**src/rtl/hex_display_scheduler_pkg.sv**
```systemverilog
// Shared definitions for hex_display_scheduler: FSM state encoding, segment
// width, blank code and the active-low gfedcba codes for hex digits 0..F.
package hex_display_scheduler_pkg;

  localparam int unsigned SegW = 7;

  typedef enum logic [1:0] {
    StIdle   = 2'd0,
    StScan   = 2'd1,
    StCommit = 2'd2
  } state_e;

  localparam logic [SegW-1:0] SegBlank = 7'b1111111;

  localparam logic [SegW-1:0] Seg0 = 7'b1000000;
  localparam logic [SegW-1:0] Seg1 = 7'b1111001;
  localparam logic [SegW-1:0] Seg2 = 7'b0100100;
  localparam logic [SegW-1:0] Seg3 = 7'b0110000;
  localparam logic [SegW-1:0] Seg4 = 7'b0011001;
  localparam logic [SegW-1:0] Seg5 = 7'b0010010;
  localparam logic [SegW-1:0] Seg6 = 7'b0000010;
  localparam logic [SegW-1:0] Seg7 = 7'b1111000;
  localparam logic [SegW-1:0] Seg8 = 7'b0000000;
  localparam logic [SegW-1:0] Seg9 = 7'b0011000;
  localparam logic [SegW-1:0] SegA = 7'b0001000;
  localparam logic [SegW-1:0] SegB = 7'b0000011;
  localparam logic [SegW-1:0] SegC = 7'b1000110;
  localparam logic [SegW-1:0] SegD = 7'b0100001;
  localparam logic [SegW-1:0] SegE = 7'b0000110;
  localparam logic [SegW-1:0] SegF = 7'b0001110;

endpackage

```
**src/rtl/hex_display_scheduler_bcd.sv**
```systemverilog
// Existing combinational BCDToHex decoder.
// Ports:
//   digit_i [3:0] : hex nibble to decode
//   segs_o  [7:0] : {dp, g..a}, active-low; dp is always off (1)
// Note: this legacy decoder renders 0xB with the same pattern as 8; callers
// that need a distinct 'b' override it.
module hex_display_scheduler_bcd
  import hex_display_scheduler_pkg::*;
(
  input  logic [3:0] digit_i,
  output logic [7:0] segs_o
);

  always_comb begin
    segs_o = 8'hff;
    unique case (digit_i)
      4'h0: segs_o = {1'b1, Seg0};
      4'h1: segs_o = {1'b1, Seg1};
      4'h2: segs_o = {1'b1, Seg2};
      4'h3: segs_o = {1'b1, Seg3};
      4'h4: segs_o = {1'b1, Seg4};
      4'h5: segs_o = {1'b1, Seg5};
      4'h6: segs_o = {1'b1, Seg6};
      4'h7: segs_o = {1'b1, Seg7};
      4'h8: segs_o = {1'b1, Seg8};
      4'h9: segs_o = {1'b1, Seg9};
      4'ha: segs_o = {1'b1, SegA};
      4'hb: segs_o = {1'b1, Seg8};
      4'hc: segs_o = {1'b1, SegC};
      4'hd: segs_o = {1'b1, SegD};
      4'he: segs_o = {1'b1, SegE};
      4'hf: segs_o = {1'b1, SegF};
      default: segs_o = 8'hff;
    endcase
  end

endmodule

```
**src/rtl/hex_display_scheduler.sv**
```systemverilog
// Time-multiplexes one hex-to-seven-segment decoder across NUM_DIGITS digits.
// A value is captured on Load while idle, decoded MSD first into a staging
// buffer (one digit per clock), then all digits are committed to HEX at once.
// Ports:
//   Clock : rising-edge clock
//   Reset : synchronous, active-high
//   Load  : update request, honoured only while idle
//   Value : 4*NUM_DIGITS, digit i in [4i+3:4i]
//   Busy  : high whenever not idle
//   Done  : one-cycle pulse in the cycle the new HEX appears
//   HEX   : 7*NUM_DIGITS active-low segments, digit i in [7i+6:7i] (gfedcba)
// Build option: define HEX_LZ_BLANK_EN to blank leading zeros (digit 0 always shown).
module hex_display_scheduler
  import hex_display_scheduler_pkg::*;
#(
  parameter int unsigned NUM_DIGITS = 6
) (
  input  logic                         Clock,
  input  logic                         Reset,
  input  logic                         Load,
  input  logic [4*NUM_DIGITS-1:0]      Value,
  output logic                         Busy,
  output logic                         Done,
  output logic [SegW*NUM_DIGITS-1:0]   HEX
);

  localparam int unsigned IdxW = (NUM_DIGITS > 1) ? $clog2(NUM_DIGITS) : 1;
  localparam logic [IdxW-1:0] LastIdx = IdxW'(NUM_DIGITS - 1);

  state_e          state_q, state_d;
  logic [IdxW-1:0] idx_q;
  logic [3:0]      shadow_q  [NUM_DIGITS];
  logic [SegW-1:0] staging_q [NUM_DIGITS];
  logic [SegW-1:0] hex_q     [NUM_DIGITS];
  logic            done_q;

  logic [3:0]      nibble;
  logic [7:0]      dec_raw;
  logic [SegW-1:0] dec_seg;
  logic [SegW-1:0] wr_seg;
  logic            unused_dp;

  assign nibble = shadow_q[idx_q];

  hex_display_scheduler_bcd u_dec (
    .digit_i (nibble),
    .segs_o  (dec_raw)
  );

  // Drop the decimal point and give 0xB its own glyph so it differs from 8.
  assign dec_seg   = (nibble == 4'hb) ? SegB : dec_raw[SegW-1:0];
  assign unused_dp = dec_raw[7];

`ifdef HEX_LZ_BLANK_EN
  logic seen_nz_q;

  always_ff @(posedge Clock) begin
    if (Reset) begin
      seen_nz_q <= 1'b0;
    end else if (state_q == StIdle && Load) begin
      seen_nz_q <= 1'b0;
    end else if (state_q == StScan && nibble != 4'h0) begin
      seen_nz_q <= 1'b1;
    end
  end

  // Zeros ahead of the first non-zero digit are blanked, except digit 0.
  assign wr_seg = (nibble == 4'h0 && !seen_nz_q && idx_q != '0) ? SegBlank : dec_seg;
`else
  assign wr_seg = dec_seg;
`endif

  always_ff @(posedge Clock) begin
    if (Reset) begin
      state_q <= StIdle;
    end else begin
      state_q <= state_d;
    end
  end

  always_comb begin
    state_d = state_q;
    unique case (state_q)
      StIdle:   if (Load) state_d = StScan;
      StScan:   if (idx_q == '0) state_d = StCommit;
      StCommit: state_d = StIdle;
      default:  state_d = StIdle;
    endcase
  end

  always_ff @(posedge Clock) begin
    if (Reset) begin
      idx_q  <= '0;
      done_q <= 1'b0;
      for (int unsigned i = 0; i < NUM_DIGITS; i++) begin
        shadow_q[i]  <= 4'h0;
        staging_q[i] <= SegBlank;
        hex_q[i]     <= SegBlank;
      end
    end else begin
      done_q <= 1'b0;
      unique case (state_q)
        StIdle: begin
          if (Load) begin
            for (int unsigned i = 0; i < NUM_DIGITS; i++) begin
              shadow_q[i] <= Value[4*i +: 4];
            end
            idx_q <= LastIdx;
          end
        end
        StScan: begin
          staging_q[idx_q] <= wr_seg;
          idx_q            <= idx_q - 1'b1;
        end
        StCommit: begin
          hex_q  <= staging_q;
          done_q <= 1'b1;
        end
        default: ;
      endcase
    end
  end

  assign Busy = (state_q != StIdle);
  assign Done = done_q;

  for (genvar g = 0; g < NUM_DIGITS; g++) begin : g_hex
    assign HEX[SegW*g +: SegW] = hex_q[g];
  end

endmodule

```
**config.mk**
```make
export PLATFORM = sky130hd
export DESIGN_NAME = hex_display_scheduler
export DESIGN_NICKNAME = d
export VERILOG_FILES = /design/src/rtl/hex_display_scheduler_pkg.sv /design/src/rtl/hex_display_scheduler_bcd.sv /design/src/rtl/hex_display_scheduler.sv
export SDC_FILE = /design/constraint.sdc
export NUM_CORES = 1
export LEC_CHECK = 0
export ABC_AREA = 1
export BUFFER_PORTS_ARGS = -buffer_cell sky130_fd_sc_hd__buf_2
export CELL_PAD_IN_SITES_DETAIL_PLACEMENT = 0
export CELL_PAD_IN_SITES_GLOBAL_PLACEMENT = 1
export CORE_MARGIN = 2
export CORE_UTILIZATION = 40
export CTS_BUF_LIST = sky130_fd_sc_hd__clkbuf_8
export CTS_CLUSTER_DIAMETER = 50
export DETAILED_ROUTE_END_ITERATION = 12
export PLACE_DENSITY = 0.8
export REMOVE_ABC_BUFFERS = 1
export SLEW_MARGIN = 20
export SYNTH_ARGS = -nofsm -noshare
export SYNTH_HDL_FRONTEND = slang
export SYNTH_SLANG_ARGS = --single-unit
```
**constraint.sdc**
```tcl
create_clock -name Clock -period 4.22 [get_ports Clock]
set_input_delay 0.211 -clock Clock [delete_from_list [all_inputs] [get_ports Clock]]
set_output_delay 0.211 -clock Clock [all_outputs]
set_load 0.01 [all_outputs]
```
Yosys cells after proc, flatten, opt, wreduce, memory -nomap -nowiden
Memory sizes are Yosys's and may differ from the RTL's. A register that Yosys moved wholly into a read port is not among the register bits.
Cells that the tools add are included.
{"block": "totals", "romBits": 112, "memories": 2, "ramBits": 24, "register_bits": 90, "in_bits": 27, "word_cells": 63, "latchBits": 0, "out_inout_bits": 44}
{"block": "op_classes", "muxes": 24, "eq_ne": 5, "reduce_logical": 7, "div_mod_pow": 0, "order_cmp": 2, "add_sub_neg": 1, "shifts": 0, "multipliers": 0, "bitwise": 7}
{"name": "(no name shown)", "words": 16, "word_bits": 7, "rd": 1, "rd_ports_with_merged_regs": 0, "write_ports": 0, "line": "hex_display_scheduler_bcd.sv:16", "rtl": "unique case (digit_i)"}
{"name": "shadow_q", "words": 6, "word_bits": 4, "rd": 1, "rd_ports_with_merged_regs": 1, "write_ports": 6, "line": "hex_display_scheduler.sv:32", "rtl": "logic [3:0] shadow_q [NUM_DIGITS];"}
{"cell": "bitwise mux 42 bit", "n": 1}
{"cell": "2-to-1 mux 4 bit", "n": 6}
{"cell": "demux 7 bit (select 3 bit)", "n": 1}
{"cell": "2-to-1 mux 7 bit", "n": 2}
{"cell": "2-to-1 mux 3 bit", "n": 3}
{"cell": "2-to-1 mux 1 bit", "n": 7}
{"cell": "OR 1 bit", "n": 6}
{"cell": "one-hot mux 3 bit (2 select lines)", "n": 1}
{"cell": "== test 4 bit (second input constant)", "n": 1}
{"cell": ">= comparator 4 bit (second input constant)", "n": 1}
{"cell": "less-than comparator 4 x 1 -> 1 bit (second input constant)", "n": 1}
{"cell": "2-to-1 mux 2 bit", "n": 2}
{"cell": "!= test 2 bit (second input constant)", "n": 2}
{"cell": "NOT 3 -> 4 bit", "n": 1}
{"cell": "one-hot mux 2 bit (2 select lines)", "n": 1}
{"cell": "AND reduction 2 bit", "n": 2}
{"cell": "nonzero test 2 bit", "n": 2}
{"cell": "zero test 3 bit", "n": 1}
{"cell": "subtractor 3 x 1 -> 3 bit (second input constant)", "n": 1}
{"cell": "== test 2 x 1 -> 1 bit (second input constant)", "n": 1}
{"cell": "== test 2 bit (second input constant)", "n": 1}
{"cell": "zero test 2 bit", "n": 1}
{"cell": "logical AND 1 bit", "n": 1}

Depth between registers and ports, before layout
{"block": "depth", "ltp_word": 6, "depth_mapped": 15}

By module
Synthesis repeated with hierarchy kept, for this count alone.
{"block": "unflattened", "cells_unflattened": 595, "hier_area_um2": 4793.3}
{"mod": "hex_display_scheduler", "seq_area_each_um2": 2582.5, "area_per_inst_um2": 4524.3, "n_inst": 1, "cells_per_inst": 550}
{"mod": "hex_display_scheduler_bcd", "seq_area_each_um2": 0.0, "area_per_inst_um2": 269.0, "n_inst": 1, "cells_per_inst": 45}

Worst setup path before layout
Ideal clock, no wire load.
{"block": "synth_timing", "kind": "reg-to-reg", "start": "register state_q[1]", "end": "memory shadow_q[0][0], enable pin", "stages_incl_launch_ff": 4, "n_path_buf": 0, "setup_ns": 0.438, "t_arrival_ns": 2.282, "required_time_ns": 3.782, "path_slack_ns": 1.499, "cell_sequence": "dfxtp_1 > nor2_1 > inv_1 > o21ai_0"}
{"element": "start: declaration", "line": "hex_display_scheduler.sv:30", "rtl": "state_e state_q, state_d;"}
{"element": "start signal: assignment", "line": "hex_display_scheduler.sv:75", "rtl": "state_q <= StIdle;"}
{"element": "start signal: assignment", "line": "hex_display_scheduler.sv:77", "rtl": "state_q <= state_d;"}
{"element": "end: declaration", "line": "hex_display_scheduler.sv:32"}

==> flow_metrics.py <==
metrics = {
    "run_status": {
        "status": "complete, but fails checks",
        "violations": "DRC",
    },
    "final_layout": {
        "antenna_cells": 0,
        "utilization_pct": 48.70,
        "instances_no_fill": 818,
        "post_route_cells_drive_above_1_share_pct": 19.41,
        "multi_input_area_um2": 1856,
        "final_net_count": 699,
        "seq_area_um2": 2582,
        "fillCellCount": 1179,
        "syn_to_final_growth_pct": 18.13,
    },
    "clocking": {
        "clkTransAtPathRegs_ns": 0.07,
        "cts_tree": "yes",
        "numCtsBuffers": 17,
        "holdBufCountCts": 0,
        "root_buffer": "clkbuf_8",
        "htree_levels": 4,
        "cts_sinks": 117,
        "post_cts_buffers": 0,
        "ctsResizeCount": 0,
        "insertion_delay_ns": 0.43,
        "clock_path_buffers": 2,
    },
    "pwr": {
        "ir_drop_v": 0.0001697,
        "p_switching_w": 0.0008828,
        "p_sw_share_pct": 30.77,
        "p_comb_share_pct": 19.0,
        "p_int_w": 0.001987,
        "p_clk_share_pct": 36.2,
        "seqPwrFrac_pct": 44.7,
        "power_density_nw_per_um2": 511.7,
        "p_leak_nw": 2.507,
    },
    "sta": {
        "slew_viol_final": 0,
        "worst_pin_slew_ns": 0.8974,
        "hold_viol": 0,
        "post-route-min-period_ns": 2.574,
        "setup_viol": 0,
        "rsz0062_at_grt": "false",
        "period_share_pct": 60.99,
        "tns_ns": 0,
        "relSlewSlack_pct": 40.00,
        "fmax_mhz": 388.5,
        "finClkSkew_ns": 0.01090,
        "fin_ws_ns": 1.646,
    },
    "global_route": {
        "grt_usage_pct": 16.86,
        "grt_max_degree": 47,
        "overflow": 0,
        "antenna_found_initial": 0,
        "grt_pass1_wl_um": 17500,
        "grt_pass1_vias": 3763,
    },
    "detailed_routing": {
        "wl_met3_um": 537,
        "routed_wirelength_um": 10080,
        "dr.pass1.iters": 9,
        "avgViaCountPerCell": 4.751,
        "post-route-drc-count": 7,
        "ant_nets": 0,
        "top_layer": "met4",
        "wire_per_inst_um": 12.33,
        "wl_met1_um": 4761,
        "drt_iter0_markers": 260,
        "wl_met2_um": 4673,
        "routed-via-count": 3886,
    },
    "critical_path": {
        "cpMostUsedCell": "nand2_1",
        "critical_path_class": "flop to flop",
        "critPathTopFamily": "simple AND/OR/NAND/NOR gates",
        "crit_path_top_delay_cell": "o21ai_0",
        "cpPeakStageDelay_ns": 0.51,
        "critPathBufInv": 2,
        "path_cells": "inv_2 -> nand2_1 -> nand3_1 -> nand2_1 -> o21ai_0 -> inv_1 -> ha_1 -> nand3_1 -> nand2_1 -> nand2_1 -> nand3_2 -> nand2_1 -> nand2_1",
        "cp.required_ns": 4.54,
        "start_kind": "flop",
        "crit_path_max_fanout": 15,
        "end_kind": "flop",
        "worstPathArrival_ns": 2.89,
    },
    "die": {
        "dieArea_um2": 12760,
        "coreArea_um2": 11520,
        "initial_core_util_pct": 41.22,
        "num_io_pins": 71,
        "chipWidth_um": 112.9,
        "chipHeight_um": 112.9,
        "rows": 39,
    },
    "placed_design": {
        "place.gp.congestion": 0.8414,
        "dpl.cell_count": 786,
        "portBuffers": 70,
        "hpwl_um": 6925,
        "dp_slack_ns": 1.638,
    },
    "yosys": {
        "netlist.area_leader.share_pct": 39.22,
        "netlist_area_um2": 4747,
        "netlist_top_cells_area": "dfxtp_1 39%, nand2_1 16%, edfxtp_1 15%",
        "yosys.area.top_type": "dfxtp_1",
        "synth_area_per_cell_um2": 8.005,
        "synthCells": 593,
        "ys_seq_area_share_pct": 54.40,
        "ys_ff_latch": 117,
        "ys_types": 24,
        "synth_warnings": 0,
    },
    "run": {
        "drv_cap": 0,
    },
    "worst_hold_path": {
        "min_path_type": "input port to flop",
    },
}
[power by group through the flow]
| stage | sequential (W) | combinational, W | clock, W |
|---|---|---|---|
| floorplan | 0.00131 | 0.000370 | 0 |
| global placement | 0.00131 | 0.000534 | 0 |
| detailed placement | 0.00131 | 0.000548 | 0 |
| CTS | 0.00129 | 0.000553 | 0.00106 |
| global route | 0.00130 | 0.000622 | 0.00112 |
| finish | 0.00128 | 0.000546 | 0.00104 |
[layout by cell type, fill, tap and decap left out, types with 2 or more instances in the layout]
| cell type | instances |
|---|---|
| nand2_4 | 3 |
| clkinvlp_4 | 3 |
| edfxtp_1 | 24 |
| o21ai_0 | 5 |
| clkbuf_8 | 21 |
| nand2_1 | 202 |
| o211ai_1 | 2 |
| ha_1 | 10 |
| inv_2 | 6 |
| clkinv_2 | 2 |
| nor2_2 | 8 |
| a21oi_1 | 45 |
| nand3_2 | 4 |
| buf_4 | 2 |
| buf_2 | 70 |
| nand4_1 | 6 |
| inv_4 | 2 |
| clkinv_4 | 2 |
| nand3_1 | 68 |
| nor2_1 | 35 |
| nand2_2 | 4 |
| inv_1 | 51 |
| dfxtp_1 | 93 |
| bufinv_16 | 2 |
[cell type report]
| type | instances | area share [%] |
|---|---|---|
| sequential | 117 | 46.05 |
| multi-input combinational | 397 | 33.09 |
| timing repair buffer | 72 | 6.515 |
| clock buffer | 21 | 5.154 |
| inverter | 57 | 3.815 |
| tap | 143 | 3.191 |
| clock inverter | 11 | 2.187 |
[Yosys cell counts]
cell        n
a21oi_1    45
buf_2       1
buf_6       3
clkbuf_1   18
clkinv_1    1
dfxtp_1    93
edfxtp_1   24
ha_1       10
inv_1      51
inv_2       5
nand2_1   202
nand2_2     4
nand2_4     3
nand3_1    68
nand3_2     4
nand4_1     6
nor2_1     35
nor2_2      8
nor2_4      1
o211ai_1    2
o21ai_0     6
o21ai_1     1
o31ai_1     1
o32ai_1     1
[logic make-up after synthesis]
logic type	synth area share [%]
AOI/OAI and AO/OA	6.141
adders and majority gates	2.636
and+or+nand+nor	30.07
buffers and inverters	6.747
DFF	54.40
[flip-flops by register name, summed over array words and instances (netlist names), named ones only]
signal / count
idx_q: 3
HEX: 42
Done: 1
state_q: 2
staging_q: 42
shadow_q: 24
[tightest hold or removal path, stage by stage]
cell	delay [ns]
buf_2	0.07
inv_1	0.03
nor2_1	0.08
[path summary, 6_finish.rpt]
kind	from	endpoint	slack [ns]	depth (start not counted)
worst max register to register	flop	staging_q[7]	1.65	13
worst min register to register	staging_q[35]	HEX[0]	0.46	2
worst min-delay path	Value[21]	shadow_q[5][1]	0.08	3
worst max-delay path	flop	staging_q[7]	1.65	13
[per-layer routing]
layer / global-route usage, % / vias to the layer above
met2: 27.15 / 100
met1: 21.86 / 1735
li1: - / 2038
met5: 0 / -
met3: 5.303 / 13
met4: 5.122 / 0
[metrics by stage]
step                      total power (W)  area, um2  hold WS, ns
final                            0.002870       5608      0.08002
after global routing             0.003034       5608      0.06919
after CTS                        0.002900       5600      0.05765
after detailed placement         0.001857       5189       0.4510
after global placement           0.001842       5189       0.4463
after floorplan                  0.001679       4641       0.2834
Power figures use the tool's default switching activity.
